`config.mk`:
```
export PLATFORM = sky130hd
export DESIGN_NAME = decode_writeback
export DESIGN_NICKNAME = d
export VERILOG_FILES = /design/src/rtl/decode_writeback.sv
export SDC_FILE = /design/constraint.sdc
export NUM_CORES = 2
export LEC_CHECK = 0
export BUFFER_PORTS_ARGS = -buffer_cell sky130_fd_sc_hd__buf_2
export CORE_MARGIN = 5
export CORE_UTILIZATION = 55
export CTS_CLUSTER_DIAMETER = 50
export DETAILED_ROUTE_END_ITERATION = 12
export PLACE_DENSITY = 0.75
export SLEW_MARGIN = 25
export SYNTH_ARGS = -nofsm -noshare
export SYNTH_HDL_FRONTEND = slang
export SYNTH_SLANG_ARGS = --single-unit
```
`constraint.sdc`:
```
create_clock -name clk -period 1.8 [get_ports clk]
set_clock_uncertainty 0.2 [all_clocks]
set_input_delay 0.09 -clock clk [delete_from_list [all_inputs] [get_ports clk]]
set_output_delay 0.09 -clock clk [all_outputs]
set_load 0.05 [all_outputs]
```
`src/rtl/decode_writeback.sv`:
```
// Y86-64 decode/writeback stage: specifier decode, register-file read with
// E/M/W forwarding, W-stage writeback and the E pipeline register.
module decode_writeback #(
  parameter logic [3:0] RNONE    = 4'hF,
  parameter logic [3:0] RRSP     = 4'h4,
  parameter logic [3:0] STAT_AOK = 4'b1000
) (
  input  logic        clk,
  input  logic        rst_n,
  input  logic [3:0]  D_stat,
  input  logic [3:0]  D_icode,
  input  logic [3:0]  D_ifun,
  input  logic [3:0]  D_rA,
  input  logic [3:0]  D_rB,
  input  logic [63:0] D_valC,
  input  logic [63:0] D_valP,
  input  logic [3:0]  e_dstE,
  input  logic [63:0] e_valE,
  input  logic [3:0]  M_dstE,
  input  logic [63:0] M_valE,
  input  logic [3:0]  M_dstM,
  input  logic [63:0] m_valM,
  input  logic [3:0]  W_dstE,
  input  logic [63:0] W_valE,
  input  logic [3:0]  W_dstM,
  input  logic [63:0] W_valM,
  input  logic        E_bubble,
  output logic [3:0]  d_srcA,
  output logic [3:0]  d_srcB,
  output logic [3:0]  E_stat,
  output logic [3:0]  E_icode,
  output logic [3:0]  E_ifun,
  output logic [63:0] E_valC,
  output logic [63:0] E_valA,
  output logic [63:0] E_valB,
  output logic [3:0]  E_dstE,
  output logic [3:0]  E_dstM,
  output logic [3:0]  E_srcA,
  output logic [3:0]  E_srcB
);

  localparam logic [3:0] INOP = 4'h1;

  logic [63:0] rf_reg [0:14];
  logic [3:0]  src_a, src_b, dst_e, dst_m;
  logic [63:0] rd_a, rd_b, val_a, val_b;

  always_comb begin
    src_a = RNONE;
    src_b = RNONE;
    dst_e = RNONE;
    dst_m = RNONE;
    case (D_icode)
      4'h2: begin src_a = D_rA; dst_e = D_rB; end
      4'h3: dst_e = D_rB;
      4'h4: begin src_a = D_rA; src_b = D_rB; end
      4'h5: begin src_b = D_rB; dst_m = D_rA; end
      4'h6: begin src_a = D_rA; src_b = D_rB; dst_e = D_rB; end
      4'h8: begin src_b = RRSP; dst_e = RRSP; end
      4'h9: begin src_a = RRSP; src_b = RRSP; dst_e = RRSP; end
      4'hA: begin src_a = D_rA; src_b = RRSP; dst_e = RRSP; end
      4'hB: begin src_a = RRSP; src_b = RRSP; dst_e = RRSP; dst_m = D_rA; end
      default: ;
    endcase
  end

  assign d_srcA = src_a;
  assign d_srcB = src_b;

  // Reads see the pre-write array; same-cycle writes reach us via W forwarding.
  assign rd_a = (src_a == RNONE) ? 64'd0 : rf_reg[src_a];
  assign rd_b = (src_b == RNONE) ? 64'd0 : rf_reg[src_b];

  function automatic logic [63:0] forward(input logic [3:0] src, input logic [63:0] rd);
    logic [63:0] v;
    v = rd;
    if (src != RNONE) begin
      if      (src == e_dstE) v = e_valE;
      else if (src == M_dstM) v = m_valM;
      else if (src == M_dstE) v = M_valE;
      else if (src == W_dstM) v = W_valM;
      else if (src == W_dstE) v = W_valE;
    end
    return v;
  endfunction

  always_comb begin
    val_a = forward(src_a, rd_a);
    if (D_icode == 4'h7 || D_icode == 4'h8) val_a = D_valP;
    val_b = forward(src_b, rd_b);
  end

  // M port is checked first so it wins when both ports hit one register.
  always_ff @(posedge clk or negedge rst_n) begin
    if (!rst_n) begin
      for (int i = 0; i < 15; i++) rf_reg[i] <= 64'd0;
    end else begin
      for (int i = 0; i < 15; i++) begin
        if (W_dstM == 4'(i))      rf_reg[i] <= W_valM;
        else if (W_dstE == 4'(i)) rf_reg[i] <= W_valE;
      end
    end
  end

  always_ff @(posedge clk or negedge rst_n) begin
    if (!rst_n) begin
      E_stat  <= STAT_AOK;
      E_icode <= INOP;
      E_ifun  <= 4'h0;
      E_valC  <= 64'd0;
      E_valA  <= 64'd0;
      E_valB  <= 64'd0;
      E_dstE  <= RNONE;
      E_dstM  <= RNONE;
      E_srcA  <= RNONE;
      E_srcB  <= RNONE;
    end else if (E_bubble) begin
      E_stat  <= STAT_AOK;
      E_icode <= INOP;
      E_ifun  <= 4'h0;
      E_valC  <= 64'd0;
      E_valA  <= 64'd0;
      E_valB  <= 64'd0;
      E_dstE  <= RNONE;
      E_dstM  <= RNONE;
      E_srcA  <= RNONE;
      E_srcB  <= RNONE;
    end else begin
      E_stat  <= D_stat;
      E_icode <= D_icode;
      E_ifun  <= D_ifun;
      E_valC  <= D_valC;
      E_valA  <= val_a;
      E_valB  <= val_b;
      E_dstE  <= dst_e;
      E_dstM  <= dst_m;
      E_srcA  <= src_a;
      E_srcB  <= src_b;
    end
  end

endmodule

```
==> impl_metrics.csv, run 1 <==
group,metric,value,unit
place,hpwl,264000,µm
yosys,synth_top_family_by_area,"compound AO/OA/AOI/OAI gates",
yosys,ys_warn_count,0,
clock_network,numCtsBuffers,150,
global_routing,gr-total-overflow,12,
place,io_buffers,718,
yosys,synthCells,8367,
run_status,status,"did not finish",
yosys,synth_top_area_share,0.386,
yosys,async_reset_ff_frac,1.00,
yosys,synth_xor_area_frac,0.00347,
run_status,error,"[ERROR GRT-0232] Routing congestion too high. Check the congestion heatmap in the GUI.",
yosys,synth.largest_area_cell,"dfrtp_1",
clock_network,cts_root_buf,"clkbuf_16",
die,start_util,0.555,
clock_network,clock_sinks,1180,
clock_network,cts_buffer_depth,3,
yosys,ys.flop_type,"dfrtp_1",
yosys,synthAdderAreaFrac,0,
yosys,ys_top_cells_by_count,"1,237 x mux2i_1, 1,162 x dfrtp_1, 1,035 x nand2_1",
die,row_count,135,
yosys,synth_compound_area_frac,0.227,
place,place_ws,-1.82,ns
die,design.portCount,719,
yosys,synth_edf_count,0,
yosys,synthSimpleGateAreaFrac,0.120,
yosys,ys_seq_elements,1180,
yosys,syn-num-nets,8858,
yosys,synth_area_per_cell,9.00,µm²
yosys,synth_mux_area_frac,0.189,
yosys,synthTopCellsByArea,"dfrtp_1 39%, mux2i_1 16%, nand2_1 5.2%, o21ai_0 4.7%, clkbuf_1 4.3%",
global_routing,grt_use_total,0.786,
yosys,syn_area,75300,µm²
die,die_x,380,µm
place,routabilityCongestion,1.09,
global_routing,grt_max_degree,81,
sta,grt-worst-endpoint,"E_valA[52]$_DFF_PN0_/D",
sta,worstEndpointType,"register data pin",
yosys,synth.distinct_cells,78,
die,die_y,380,µm
yosys,yosysSeqAreaShare,0.392,
clock_network,cts_htree_levels,4,
run_status,haltStage,"5_1_grt",
yosys,yosysMostFrequentCell,"mux2i_1",
[stage by stage]
step | cell area, µm² | utilization | hold slack, ns | std cells | setup TNS, ns
2_1_floorplan | 77000 | - | -0.406 | 8367 | -368.03
4_1_cts | 112000 | 0.827 | 0.000335 | 12300 | -36.58
3_3_place_gp | 91300 | 0.672 | -0.189 | 11000 | -341.10
3_5_place_dp | 91300 | 0.672 | -0.192 | 11000 | -367.04
[cells by family after synthesis]
| group | Yosys count |
|---|---|
| muxes | 1362 |
| AOI/OAI and AO/OA | 2471 |
| and+or+nand+nor | 1998 |
| DFF | 1180 |
| xor gates and xnor gates | 29 |
| buffers and inverters | 1327 |
[routing by layer]
layer / global-route usage / GRT overflow
met1: 0.773 / 1
met2: 0.885 / 7
met3: 0.729 / 1
met4: 0.742 / 3
met5: 0.592 / 0
[repair_timing]
item                                   4_1_cts
hold buffers                               820
resized for setup                          830
gates cloned                                55
endpoints found under the hold margin     2360
setup endpoints to repair                  184
pin swaps                                  246
setup buffers                              226
==> run 2: changes to the inputs <==
- CORE_UTILIZATION: 55 -> 40
- CTS_CLUSTER_DIAMETER: 50 -> unset
- PLACE_DENSITY: 0.75 -> unset
- PLACE_DENSITY_LB_ADDON: unset -> 0.15
- clock period: 1.8 -> 2.34 ns (I/O delays scaled with it)
==> run 2 against run 1 <==
  * The flow now finishes, with violations (setup timing)
  * Synthesized area did not move
  * Synthesized cell count did not move
==> impl_metrics.csv, run 2 <==
group,metric,value,unit
clock_network,clock_sinks,1180,
run_status,violations,"setup timing",
hold_path,min_path_type,"input pin to flop",
worst_setup_path,cp-start-kind,"input pin",
yosys,synthCells,8367,
die,design.portCount,719,
global_routing,grt_use_total,0.411,
power,p_seq_frac,0.379,
global_routing,grt_pass1_vias,80300,
detailed_routing,first_iter_violations,12200,
power,p_sw,25.7,mW
clock_network,tritoncts,"yes",
yosys,synth_edf_count,0,
finish,drive_gt1_frac,0.239,
detailed_routing,detail_route.first_pass.iterations,8,
sta,slew_viol_final,0,
global_routing,grt_max_degree,83,
die,start_util,0.401,
power,power_density,712,nW/µm²
finish,fin_nets,10400,
die,dieArea,197000,µm²
power,combPwrFrac,0.289,
place,post_dp_cell_area,90300,µm²
worst_setup_path,required,2.82,ns
global_routing,antenna_found_initial,26,
power,power,74.1,mW
sta,worst_pin_slew,0.770,ns
detailed_routing,drc_errors,0,
sta,max_freq,413,MHz
power,p_leak,45.4,nW
finish,final_area,104000,µm²
clock_network,cts_buffer_depth,3,
yosys,syn-num-nets,8858,
finish,area_growth,38.3,%
yosys,syn_area,75300,µm²
die,row_count,159,
global_routing,grt_pass1_wl,597000,µm
power,p_int,48.4,mW
yosys,ys_top_cells_by_count,"1,237 x mux2i_1, 1,162 x dfrtp_1, 1,035 x nand2_1",
clock_network,clkSlewWorstSetupHoldPaths,0.06,ns
global_routing,gr-total-overflow,0,
place,io_buffers,718,
clock_network,cts_root_buf,"clkbuf_16",
worst_setup_path,critPathArrivalTime,2.90,ns
sta,hold_viol,0,
detailed_routing,vias,82300,
die,die_x,444,µm
detailed_routing,wl_per_cell,33.8,µm
clock_network,clkLatencyLatePin,0.81,ns
yosys,synthTopCellsByArea,"dfrtp_1 39%, mux2i_1 16%, nand2_1 5.2%, o21ai_0 4.7%, clkbuf_1 4.3%",
die,core_area,188000,µm²
detailed_routing,via_per_inst,6.57,
sta,setup_ws,-0.0798,ns
worst_setup_path,worstSetupPathType,"input pin to flop",
worst_setup_path,worstPathMaxFanout,15,
yosys,ys.flop_type,"dfrtp_1",
power,irDropWorstVdd,0.594,mV
yosys,synth_top_area_share,0.386,
place,hpwl,286000,µm
sta,slew_headroom,0.487,
sta,fin_tns_setup,-0.195,ns
yosys,ys_seq_elements,1180,
yosys,ys_warn_count,0,
finish,largest_reg_flops,960,
clock_network,cts_htree_levels,4,
sta,fin_crit_sh,1.03,
clock_network,numCtsBuffers,146,
job,cap_violations,0,
yosys,async_reset_ff_frac,1.00,
finish,finalNonFillerCells,12500,
yosys,yosysMostFrequentCell,"mux2i_1",
detailed_routing,drt_wl_total,423000,µm
yosys,synth.largest_area_cell,"dfrtp_1",
sta,period_needed,2.42,ns
sta,rsz0062_at_grt,"yes",
finish,final_cell_mix,"1,237 x mux2i_1, 1,162 x dfrtp_1, 1,031 x nand2_1, 780 x dlygate4sd3_1, 709 x o21ai_0",
yosys,synth.distinct_cells,78,
die,die_y,444,µm
power,sw_frac_of_total,0.347,
worst_setup_path,critPathCaptureType,"flop",
power,pwr-share-clk,0.333,
detailed_routing,ant_nets,0,
sta,setup_violations,8,
yosys,yosysSeqAreaShare,0.392,
run_status,status,"finished, violations left",
yosys,synth_area_per_cell,9.00,µm²
finish,final_common_cell,"mux2i_1",
place,routabilityCongestion,1.03,
place,post-place-cells,11400,
run 2: power by group through the flow:
stage               combinational (mW)  sequential [mW]  clock (mW)
finish                            21.4             28.1        24.7
global route                      22.6             28.4        25.6
CTS                               20.6             27.8        24.8
detailed placement                19.2             28.1           0
global placement                  18.8             28.0           0
floorplan                         10.6             28.0           0
run 2: timing repair:
item | in CTS | in global routing
setup buffers | 18 | 19
endpoints found under the setup margin | 63 | 103
pin swaps | 14 | 34
endpoints found under the hold margin | 2359 | 0
hold buffers | 785 | 0
resized for setup | 28 | 90
gates cloned | 0 | 4
run 2: per-stage QoR:
step | hold slack, ns | util | setup WS (ns)
after floorplan | -0.379 | - | -0.0768
after global placement | -0.124 | 0.481 | -1.66
after detailed placement | -0.130 | 0.481 | -1.48
after CTS | 0.000132 | 0.552 | 0.00356
after global routing | 0.0171 | 0.555 | -0.178
final | 0.0392 | 0.555 | -0.0798
run 2: final cells by class:
class,instances,area [µm²]
repair buffers,2485,23100
diodes,20,50.0
multi-input cells,5861,42400
inverters,227,886
flip-flops and latches,1180,29600
clock inverters,51,747
clock buffers,213,4350
well taps,2495,3120
fillers,16200,83400
run 2: worst max-delay path, stage by stage:
cell and delay (ns):
buf_2 0.15, buf_12 0.17, or4b_4 0.53, a31oi_2 0.25, o22ai_2 0.15, buf_4 0.18
nor2_4 0.22, buf_12 0.15, buf_4 0.18, buf_12 0.20, nor4b_2 0.07, o31ai_1 0.36
nand3_1 0.13
run 2: worst paths after layout:
| check | start | cells past startpoint | endpoint | slack, ns |
|---|---|---|---|---|
| max | D_icode[0] | 13 | E_valA[43] | -0.08 |
| min in group asynchronous | rst_n | 4 | rf_reg[67] | 0.46 |
| min | M_valE[10] | 4 | E_valB[10] | 0.04 |
| max reg2reg | rf_reg[61] | 8 | E_valA[61] | -0.02 |
| min reg2reg | rf_reg[114] | 2 | rf_reg[114] | 0.39 |
| max in group asynchronous | rst_n | 5 | rf_reg[601] | 0.83 |
run 2: cell families (layout without fill, tap and decap cells):
| group | after synthesis | in the layout | synth area share |
|---|---|---|---|
| flops | 1180 | 1180 | 0.392 |
| buf+inv | 1327 | 2976 | 0.0684 |
| xor+xnor | 29 | 29 | 0.00347 |
| other cells | 0 | 20 | 0 |
| mux | 1362 | 1362 | 0.189 |
| simple gates | 1998 | 1999 | 0.120 |
| compound gates | 2471 | 2471 | 0.227 |
run 2: layer usage:
layer	vias up	share of wire	GRT usage
met3	1879	0.11	0.104
li1	33900	-	-
met4	4	0.093	0.305
met1	39900	0.37	0.527
met5	-	0.000057	0
met2	6589	0.42	0.597
No activity file was read; power rests on OpenSTA's default activity.
